==> src/rtl/vx_warp_fetch_sched_pkg.sv <==
// Shared scheduler/fetch types: warp-id width helper and the issue record handed to fetch.
package VX_gpu_pkg;

  localparam int DEF_NUM_WARPS   = 4;
  localparam int DEF_NUM_THREADS = 4;
  localparam int DEF_XLEN        = 32;
  localparam int DEF_UUID_WIDTH  = 44;

  function automatic int nw_bits(input int n);
    return (n > 1) ? $clog2(n) : 1;
  endfunction

  localparam int NW_WIDTH = nw_bits(DEF_NUM_WARPS);

  typedef struct packed {
    logic [DEF_UUID_WIDTH-1:0]  uuid;
    logic [NW_WIDTH-1:0]        wid;
    logic [DEF_NUM_THREADS-1:0] tmask;
    logic [DEF_XLEN-1:0]        PC;
  } sched_data_t;

endpackage

==> src/rtl/vx_warp_fetch_sched_rr_arbiter.sv <==
// Round-robin arbiter: grants the first request at or after the slot following the last grant.
module VX_rr_arbiter
  import VX_gpu_pkg::*;
#(
  parameter int NUM_REQS = 4,
  localparam int IDX_W = nw_bits(NUM_REQS)
) (
  input  logic                clk,
  input  logic                reset,
  input  logic [NUM_REQS-1:0] requests,
  input  logic                enable,
  output logic                grant_valid,
  output logic [IDX_W-1:0]    grant_index
);

  // ptr holds the first slot to consider, i.e. last grant + 1
  logic [IDX_W-1:0] ptr;

  always_comb begin
    int cand;
    logic [IDX_W-1:0] cidx;
    grant_valid = 1'b0;
    grant_index = '0;
    cand        = 0;
    cidx        = '0;
    for (int i = 0; i < NUM_REQS; i++) begin
      cand = (int'(ptr) + i) % NUM_REQS;
      cidx = IDX_W'(cand);
      if (!grant_valid && requests[cidx]) begin
        grant_valid = 1'b1;
        grant_index = cidx;
      end
    end
  end

  always_ff @(posedge clk or negedge reset) begin
    if (!reset) begin
      ptr <= '0;
    end else if (enable && grant_valid) begin
      ptr <= IDX_W'((int'(grant_index) + 1) % NUM_REQS);
    end
  end

endmodule

==> src/rtl/vx_warp_fetch_sched.sv <==
// Warp scheduler for the fetch stage: per-warp PC/mask/stall state, round-robin pick,
// and a valid/ready output register allowing one in-flight instruction per warp.
module vx_warp_fetch_sched
  import VX_gpu_pkg::*;
#(
  parameter int NUM_WARPS   = 4,
  parameter int NUM_THREADS = 4,
  parameter int XLEN        = 32,
  parameter int UUID_WIDTH  = 44,
  parameter logic [XLEN-1:0] STARTUP_ADDR = XLEN'(32'h80000000),
  localparam int WID_W = nw_bits(NUM_WARPS)
) (
  input  logic                   clk,
  input  logic                   reset,
  input  logic                   start,
  input  logic                   spawn_valid,
  input  logic [NUM_WARPS-1:0]   spawn_wmask,
  input  logic [XLEN-1:0]        spawn_pc,
  input  logic                   unlock_valid,
  input  logic [WID_W-1:0]       unlock_wid,
  input  logic                   branch_valid,
  input  logic [WID_W-1:0]       branch_wid,
  input  logic                   branch_taken,
  input  logic [XLEN-1:0]        branch_dest,
  input  logic                   tmc_valid,
  input  logic [WID_W-1:0]       tmc_wid,
  input  logic [NUM_THREADS-1:0] tmc_tmask,
  output logic                   sched_valid,
  input  logic                   sched_ready,
  output logic [WID_W-1:0]       sched_wid,
  output logic [XLEN-1:0]        sched_pc,
  output logic [NUM_THREADS-1:0] sched_tmask,
  output logic [UUID_WIDTH-1:0]  sched_uuid,
  output logic [NUM_WARPS-1:0]   active_warps,
  output logic                   busy
);

  typedef struct packed {
    logic [UUID_WIDTH-1:0]  uuid;
    logic [WID_W-1:0]       wid;
    logic [NUM_THREADS-1:0] tmask;
    logic [XLEN-1:0]        pc;
  } out_t;

  logic [NUM_WARPS-1:0]   active_q;
  logic [NUM_WARPS-1:0]   stalled_q;
  logic [NUM_WARPS-1:0]   eligible;
  logic [XLEN-1:0]        pc_q    [NUM_WARPS];
  logic [NUM_THREADS-1:0] tmask_q [NUM_WARPS];
  logic [UUID_WIDTH-1:0]  uuid_q;

  out_t out_p0;
  logic vld_p0;

  logic             load_en;
  logic             do_load;
  logic             grant_valid;
  logic [WID_W-1:0] grant_idx;

  assign eligible = active_q & ~stalled_q;
  assign load_en  = !vld_p0 || sched_ready;
  assign do_load  = load_en && grant_valid;

  VX_rr_arbiter #(
    .NUM_REQS (NUM_WARPS)
  ) rr_arb (
    .clk         (clk),
    .reset       (reset),
    .requests    (eligible),
    .enable      (load_en),
    .grant_valid (grant_valid),
    .grant_index (grant_idx)
  );

  // Load is applied first; later events override it, so an event's stall
  // clear or branch target wins over the load's stall set and PC+4.
  always_ff @(posedge clk or negedge reset) begin
    if (!reset) begin
      active_q  <= '0;
      stalled_q <= '0;
      uuid_q    <= '0;
      vld_p0    <= 1'b0;
      out_p0    <= '0;
      for (int w = 0; w < NUM_WARPS; w++) begin
        pc_q[w]    <= '0;
        tmask_q[w] <= '0;
      end
    end else begin
      if (load_en) begin
        vld_p0 <= grant_valid;
        if (grant_valid) begin
          out_p0.uuid          <= uuid_q;
          out_p0.wid           <= grant_idx;
          out_p0.tmask         <= tmask_q[grant_idx];
          out_p0.pc            <= pc_q[grant_idx];
          uuid_q               <= uuid_q + UUID_WIDTH'(1);
          stalled_q[grant_idx] <= 1'b1;
          pc_q[grant_idx]      <= pc_q[grant_idx] + XLEN'(4);
        end
      end

      if (start && !active_q[0]) begin
        active_q[0]  <= 1'b1;
        stalled_q[0] <= 1'b0;
        pc_q[0]      <= STARTUP_ADDR;
        tmask_q[0]   <= '1;
      end

      for (int w = 0; w < NUM_WARPS; w++) begin
        if (spawn_valid && spawn_wmask[w] && !active_q[w]) begin
          active_q[w]  <= 1'b1;
          stalled_q[w] <= 1'b0;
          pc_q[w]      <= spawn_pc;
          tmask_q[w]   <= '1;
        end
      end

      if (branch_valid && active_q[branch_wid]) begin
        stalled_q[branch_wid] <= 1'b0;
        if (branch_taken) begin
          pc_q[branch_wid] <= branch_dest;
        end
      end

      if (tmc_valid && active_q[tmc_wid]) begin
        stalled_q[tmc_wid] <= 1'b0;
        tmask_q[tmc_wid]   <= tmc_tmask;
        if (tmc_tmask == '0) begin
          active_q[tmc_wid] <= 1'b0;
        end
      end

      if (unlock_valid && active_q[unlock_wid]) begin
        stalled_q[unlock_wid] <= 1'b0;
      end
    end
  end

  assign sched_valid  = vld_p0;
  assign sched_wid    = out_p0.wid;
  assign sched_pc     = out_p0.pc;
  assign sched_tmask  = out_p0.tmask;
  assign sched_uuid   = out_p0.uuid;
  assign active_warps = active_q;
  assign busy         = |active_q;

  // A warp being issued is not stalled, so no resolution event can legally target it.
  logic event_on_loaded;
  assign event_on_loaded = do_load &&
                           ((unlock_valid && unlock_wid == grant_idx) ||
                            (branch_valid && branch_wid == grant_idx) ||
                            (tmc_valid    && tmc_wid    == grant_idx));

  a_pc_nonzero: assert property (@(posedge clk) disable iff (!reset)
    vld_p0 |-> (out_p0.pc != '0));
  a_unlock_active: assert property (@(posedge clk) disable iff (!reset)
    unlock_valid |-> active_q[unlock_wid]);
  a_branch_active: assert property (@(posedge clk) disable iff (!reset)
    branch_valid |-> active_q[branch_wid]);
  a_tmc_active: assert property (@(posedge clk) disable iff (!reset)
    tmc_valid |-> active_q[tmc_wid]);
  a_event_vs_load: assert property (@(posedge clk) disable iff (!reset)
    !event_on_loaded);

endmodule

==> config.mk <==
export PLATFORM = sky130hd
export DESIGN_NAME = vx_warp_fetch_sched
export DESIGN_NICKNAME = d
export VERILOG_FILES = /design/src/rtl/vx_warp_fetch_sched_pkg.sv /design/src/rtl/vx_warp_fetch_sched_rr_arbiter.sv /design/src/rtl/vx_warp_fetch_sched.sv
export SDC_FILE = /design/constraint.sdc
export NUM_CORES = 1
export LEC_CHECK = 0
export ABC_AREA = 1
export BUFFER_PORTS_ARGS = -buffer_cell sky130_fd_sc_hd__buf_4
export CAP_MARGIN = 10
export CORE_UTILIZATION = 50
export CTS_CLUSTER_DIAMETER = 100
export DETAILED_ROUTE_END_ITERATION = 8
export PLACE_DENSITY = 0.7
export SLEW_MARGIN = 20
export SYNTH_ARGS = -nofsm -noshare
export SYNTH_HDL_FRONTEND = slang
export SYNTH_HIERARCHICAL = 1
export SYNTH_SLANG_ARGS = --single-unit
==> constraint.sdc <==
create_clock -name clk -period 6.65 [get_ports clk]
set_clock_uncertainty 0.2 [all_clocks]
set_input_delay 1.33 -clock clk [delete_from_list [all_inputs] [get_ports clk]]
set_output_delay 1.33 -clock clk [all_outputs]
set_load 0.01 [all_outputs]
==> metrics.txt, run 1 <==
post-route minimum period roughly 4800 ps; post_cts resized 0; number of DRC markers in iteration 0 1537; GP Congestion 0.933; sequential area share after synthesis 43.0%; Cell Rows 65; WHS Endpoint sched_uuid[14]$_DFFE_PN0P_; total track usage 32.0%; placed wire-length estimate 34400 um; synthesized area per cell between 7 and 8 um2; maxcap violations 0; launch point of the worst reg-to-reg path rr_arb/ptr[0]$_DFFE_PN0P_; Final Hold Viols 0; port bufs 174; Slew HR 34.6%; Die Y ~180 um; synth warn 6; final total power 12.0 mW; register bit total from synthesis between 200 and 300; Hold Buf Count CTS 0; synthesized area between 15000 and 20000 um2; crit end category flop; Crit Path Max Fanout 44; Req. time, crit path 6850 ps; Clock Sinks 281; Worst-path clk slew about 60 ps; Setup TNS Final 0 ps; Startpoint Class flop; EDFF count, synth 0; fin area 19000 um2; PwrDens 630 nW/um2; Commonest cells post-synth nand2_1, dfrtp_1, nor2_1; CTS tree built; Post-CTS Setup Bufs 0; Cell variety after synth around 50; peak supply drop 0.427 mV; Fmax achieved 0.210 GHz; arrival time worst endpoint 4960 ps; synth top area cells dfrtp_1, nand2_1, a21oi_1; width of the die 183 um; Starting Density 51.3%; Slew Viols, Final 0; Hold Path Origin sched_uuid[14]$_DFFE_PN0P_; core area 31900 um2; Clk Latency, worst-skew pair 510 ps; vias per std cell 5.75; layout cells sized above 1 15.8%; Final ANT Viol Nets 0; area grow syn2layout 16.4%; WHS 274 ps; DRC viols 0; CTS Root Cell clkbuf_16; io pins 175; 1st-pass router iterations 6; hold path cells 2; H-tree depth 2; leakage 9.16 nW; antenna violations before repair 1; Placed Area 17900 um2; Die Area approximately 33000 um2; final net count 2421; critical path class reg2reg; Routed Wire Length 53100 um; RSZ-0062 raised after global routing no; TritonCTS buffer count 34; fillcell total 3013; largest net degree at the start of global routing approximately 110; status finished clean; Max Buffers Root-to-Sink 3; worst slew pin tran 981 ps; grt ovf 0; Worst R2R Path Depth 23; Hold Path Class reg2reg; crit share post-route between 70% and 80%; flop-to-flop setup slack 1890 ps; first-pass GRT wire length 83800 um; count leader, synth nand2_1; vias in the first global route roughly 15000; Final Setup Violations 0; Synth Flop Type dfrtp_1; largest area contributor in the netlist dfrtp_1; ANT cells 0; post-synthesis net count 2296; Critical R2R Capture pc_q[52]$_DFF_PN0_; top cell type's share of synthesized area 43.0%; Post-Synthesis Cells around 2200; WL/cell 19.0 um; Async S/R FF share, synth between 90% and 100%; Via Count 16035
==> state kept, by name, indices dropped and copies added, names as in the netlist <==
| signal | flops |
|---|---|
| pc_q | 128 |
| sched_uuid | 44 |
| uuid_q | 44 |
| sched_pc | 32 |
| tmask_q | 16 |
| active_warps | 4 |
| sched_tmask | 4 |
| stalled_q | 4 |
| rr_arb/ptr | 2 |
| sched_wid | 2 |
| sched_valid | 1 |
==> cells in the final DEF, fill, tap and decap left out, types with 25 or more instances in the layout <==
cell         n
clkbuf_16   35
a21oi_1    203
nor2_1     224
nand2_1    552
xor2_1      52
dfrtp_1    281
buf_4      197
o21a_1      51
o21ai_0    153
nand2_2     25
inv_1      174
nand3_1    126
==> where the power goes <==
part / internal, mW / total, mW / switching, mW / leakage [nW]
clock: 1.13 / 1.86 / 0.733 / 0.556
combinational: 2.30 / 7.36 / 5.06 / 5.38
sequential: 2.38 / 2.76 / 0.374 / 3.23
total: 5.81 / 12.0 / 6.17 / 9.16
==> worst max-delay path, cell delays in order (launching register included) <==
cell,delay (ps)
dfrtp_1,600
inv_2,170
nand2_1,140
nand2_4,80
nand2_2,60
nand2_2,70
nand2_2,60
nand3_1,130
a21oi_4,180
buf_4,510
inv_6,260
nor2_2,410
nand2_1,110
nand2_1,80
nor2_1,80
inv_1,90
ha_1,230
nand3_2,160
inv_1,160
nand3_1,220
o21ai_1,310
nand3_1,110
a21oi_1,150
nor2_1,50
==> through the flow <==
stage / cells / utilization, % / worst slack [ps]
6_report: 2791 / 59.6 / 1890
5_1_grt: 2791 / 59.6 / 1350
4_1_cts: 2791 / 59.6 / 1970
3_5_place_dp: 2731 / 56.1 / 2000
3_3_place_gp: 2731 / 56.1 / 2120
2_1_floorplan: 2207 / - / 3220
==> cell families after synthesis <==
family	synth area share, %
simple gates	27.8
compound gates	18.2
buf+inv	7.82
flops	43.0
xor+xnor	2.99
fa+ha+maj	0.153
==> routing by layer <==
layer / vias to the layer above / wire, um / track usage (%)
met4: 0 / 1730 / 11.9
met3: 139 / 5290 / 5.10
li1: 7497 / - / -
met1: 7528 / 22100 / 44.1
met5: - / 0 / 0
met2: 871 / 24000 / 50.9
==> cell type report <==
class / count / area [um2] / share of cell area (%)
Clock buffer: 49 / 1010 / 5.30
Clock inverter: 11 / 111 / 0.586
Inverter: 191 / 723 / 3.80
Multi-Input combinational cell: 1625 / 8080 / 42.5
Sequential cell: 281 / 7030 / 37.0
Tap cell: 435 / 544 / 2.86
Timing Repair Buffer: 199 / 1510 / 7.96
==> worst max-delay path by stage <==
| stage | slack [ps] | end | cells after the start | start |
|---|---|---|---|---|
| CTS | 1970 | pc_q[76]$_DFF_PN0_ | 22 | rr_arb/ptr[0]$_DFFE_PN0P_ |
| floorplan | 3220 | pc_q[42]$_DFF_PN0_ | 25 | active_warps[0]$_DFF_PN0_ |
| global route | 1350 | pc_q[20]$_DFF_PN0_ | 23 | rr_arb/ptr[0]$_DFFE_PN0P_ |
| detailed placement | 2000 | pc_q[52]$_DFF_PN0_ | 23 | rr_arb/ptr[0]$_DFFE_PN0P_ |
| global placement | 2120 | pc_q[20]$_DFF_PN0_ | 23 | rr_arb/ptr[0]$_DFFE_PN0P_ |
| finish | 1890 | pc_q[52]$_DFF_PN0_ | 23 | rr_arb/ptr[0]$_DFFE_PN0P_ |
Note: power is estimated with default switching activity, not from simulation.
==> run 2: changes to the inputs <==
--- a/config.mk
+++ b/config.mk
@@ -5,13 +5,13 @@
 export SDC_FILE = /design/constraint.sdc
 export NUM_CORES = 1
 export LEC_CHECK = 0
-export ABC_AREA = 1
+export ABC_AREA = 0
 export BUFFER_PORTS_ARGS = -buffer_cell sky130_fd_sc_hd__buf_4
 export CAP_MARGIN = 10
 export CORE_UTILIZATION = 50
 export CTS_CLUSTER_DIAMETER = 100
 export DETAILED_ROUTE_END_ITERATION = 8
-export PLACE_DENSITY = 0.7
+export PLACE_DENSITY = 0.73
 export SLEW_MARGIN = 20
 export SYNTH_ARGS = -nofsm -noshare
 export SYNTH_HDL_FRONTEND = slang
==> constraint.sdc (replaced) <==
create_clock -name clk -period 3.9 [get_ports clk]
set_clock_uncertainty 0.2 [all_clocks]
set_input_delay 0.78 -clock clk [delete_from_list [all_inputs] [get_ports clk]]
set_output_delay 0.78 -clock clk [all_outputs]
set_load 0.01 [all_outputs]
==> metrics.txt, run 2 <==
status finished clean; commonest non-fill, non-tap cells in the layout nand2_1, dfrtp_1, buf_4, a21oi_1, nand3_1; Cell variety after synth 65 (+27%); Final WS setup 117 ps (-1770 ps); Synth Flop Type dfrtp_1; Clock Sinks 281 (unchanged); register bit total from synthesis 281 (unchanged); Die Area 29800 um2 (-11%); Die Y 173 um (-5.6%); Final Setup Violations 0 (unchanged); largest net degree at the start of global routing 98 (-7.5%); Hold Path Class in2reg; synth warn 6 (unchanged); synth top area cells dfrtp_1, nand2_1, mux4_2; Starting Density 50.8% (-0.44 points); synthesized area 14500 um2 (-11%); Cell Rows 62 (-4.6%); Seq pwr share 29.0% (+6.0 points); CTS Root Cell clkbuf_16; EDFF count, synth 0 (unchanged); arrival time worst endpoint 4020 ps (-940 ps); placed wire-length estimate 30700 um (-11%); area of the multi-input gates 7170 um2 (-11%); worst slew pin tran 1040 ps (+60.9 ps); Crit Path Max Fanout 5 (-89%); Sw Ratio 39.7% (-12 points); width of the die 173 um (-5.6%); vias in the first global route 13370 (-13%); Req. time, crit path 4140 ps (-2710 ps); 1st-pass router iterations 5 (-1); io pins 175 (unchanged); most common cell after layout, fill and taps aside nand2_1; Startpoint Class flop; largest area contributor in the netlist dfrtp_1; peak supply drop 0.540 mV (+27%); TritonCTS buffer count 30 (-12%); Commonest cells post-synth nand2_1, dfrtp_1, a21oi_1; antenna violations before repair 0 (-1); filler-free cell count of the finished design 2135 (-24%); power share of the clock group 21.5% (+5.9 points); Clk Latency, worst-skew pair 560 ps (+50 ps); Reg area 7030 um2 (unchanged); Final Hold Viols 0 (unchanged); worst slack, placed 60.5 ps (-1940 ps); core area 28600 um2 (-10%); Via Count 13522 (-16%); sequential area share after synthesis 48.3% (+5.3 points); post-route minimum period 3780 ps (-980 ps); area grow syn2layout 22.7%; maxcap violations 0 (unchanged); Slew HR 30.3% (-4.3 points); final net count 1816 (-25%); Post-Synthesis Cells 1546 (-30%); first-pass GRT wire length 74100 um (-12%); Final ANT Viol Nets 0 (unchanged); Max Buffers Root-to-Sink 3 (unchanged); Slew Viols, Final 0 (unchanged); vias per std cell 6.33 (+10%); Worst Path Buf+Inv 2 (-3); total track usage 31.3% (-0.72 points); Async S/R FF share, synth 100% (unchanged); Fmax achieved 0.264 GHz (+26%); top cell type's share of synthesized area 48.3% (+5.3 points); H-tree depth 1 (-1); critical path class reg2reg; DRC viols 0 (unchanged); count leader, synth nand2_1; combinational fraction of design power 49.6% (-12 points); Pint 9.14 mW (+57%); Routed Wire Length 46700 um (-12%); crit share post-route 97.0% (+25 points); crit-path cells inv_1 > nor2_1 > nand2_1 > o21ai_0 > a222oi_1 > buf_4 > and2_4 > mux4_2 > ha_4 > nor2b_4 > o2bb2ai_1 > nand2_1 > nor3_1 > xor2_1 > a221o_1; CP peak stage delay 560 ps (-40 ps); max FFs per register 128 (unchanged); most frequent CP cell nand2_1; Worst-path clk slew 60 ps (about the same); crit end category flop; PwrDens 850 nW/um2 (+35%); net switching power 6.03 mW (-2.3%); number of DRC markers in iteration 0 1826 (+19%); grt ovf 0 (unchanged); leakage 8.05 nW (-12%); most flop-heavy register pc_q; GP Congestion 0.913 (-2.1%); port bufs 174 (unchanged); post-synthesis net count 1635 (-29%); CTS tree built; ANT cells 0 (unchanged); WL/cell 21.9 um (+15%); synthesized area per cell 9.41 um2 (+27%); layout cells sized above 1 21.5% (+5.7 points); Crit path max-delay family compound AO/OA/AOI/OAI gates; placed cell count 2069 (-24%); fillcell total 2396 (-20%); critical path's slowest cell mux4_2
run 2: final timing paths:
path | startpoint | end | slack (ps) | cells past startpoint
worst min register to register | sched_uuid[4]$_DFFE_PN0P_ | sched_uuid[4]$_DFFE_PN0P_ | 270 | 2
worst max register to register | active_warps[0]$_DFF_PN0_ | pc_q[80]$_DFF_PN0_ | 120 | 15
worst min-delay path | branch_dest[3] | pc_q[3]$_DFF_PN0_ | 260 | 2
max in group asynchronous | reset | pc_q[47]$_DFF_PN0_ | 1930 | 3
worst max-delay path | active_warps[0]$_DFF_PN0_ | pc_q[80]$_DFF_PN0_ | 120 | 15
min in group asynchronous | reset | sched_pc[0]$_DFFE_PN0P_ | 590 | 2
run 2: through the flow:
stage | util (%) | power (mW) | instance area, um2 | TNS (ps) | hold WS, ps
after floorplan | - | 9.16 | 14600 | 0 | 241
after global placement | 57.9 | 11.4 | 16600 | 0 | 259
after detailed placement | 57.9 | 11.6 | 16600 | 0 | 264
after CTS | 61.9 | 14.9 | 17700 | 0 | 245
after global routing | 62.3 | 15.9 | 17800 | -314 | 256
final | 62.3 | 15.2 | 17800 | 0 | 259
run 2: layer usage:
| metal | routed length [um] | share of wire (%) | global-route usage (%) |
|---|---|---|---|
| met4 | 1580 | 3.4 | 12.1 |
| met3 | 5210 | 11 | 7.04 |
| met5 | 0 | 0 | 0 |
| met1 | 18800 | 40 | 42.9 |
| met2 | 21100 | 45 | 48.5 |
run 2: kinds of logic after synthesis:
logic type,Yosys count,synth area share (%)
AOI/OAI and AO/OA,339,16.1
and+or+nand+nor,684,21.1
muxes,54,6.79
DFF,281,48.3
buffers and inverters,118,3.41
xor gates and xnor gates,68,4.09
adders and majority gates,2,0.172
run 2: power by group through the flow:
stage | logic, mW | clock network (mW) | registers (mW)
finish | 7.52 | 3.26 | 4.39
global route | 8.00 | 3.41 | 4.47
CTS | 7.22 | 3.29 | 4.37
detailed placement | 7.18 | 0 | 4.40
global placement | 7.01 | 0 | 4.39
floorplan | 4.82 | 0 | 4.34
run 2: worst reg2reg max path: stages (launching register included):
cell and delay [ps]:
dfrtp_1 380, inv_1 80, nor2_1 80, nand2_1 90, o21ai_0 100, a222oi_1 360, buf_4 180, and2_4 210
mux4_2 560, ha_4 200, nor2b_4 130, o2bb2ai_1 150, nand2_1 260, nor3_1 130, xor2_1 210, a221o_1 360
run 2: repair_timing:
item	4_1_cts	5_1_grt
setup buffers	0	8
setup endpoints to repair	0	70
hold buffers	1	0
hold endpoints to repair	62	0
gates resized for setup	0	9
run 2: final cells by class:
class | count | share of cell area (%)
sequential | 281 | 39.4
clock buffer | 38 | 4.66
inverter | 16 | 0.337
timing repair buffer | 250 | 11.0
multi-input combinational | 1148 | 40.2
tap | 384 | 2.69
clock inverter | 18 | 1.70
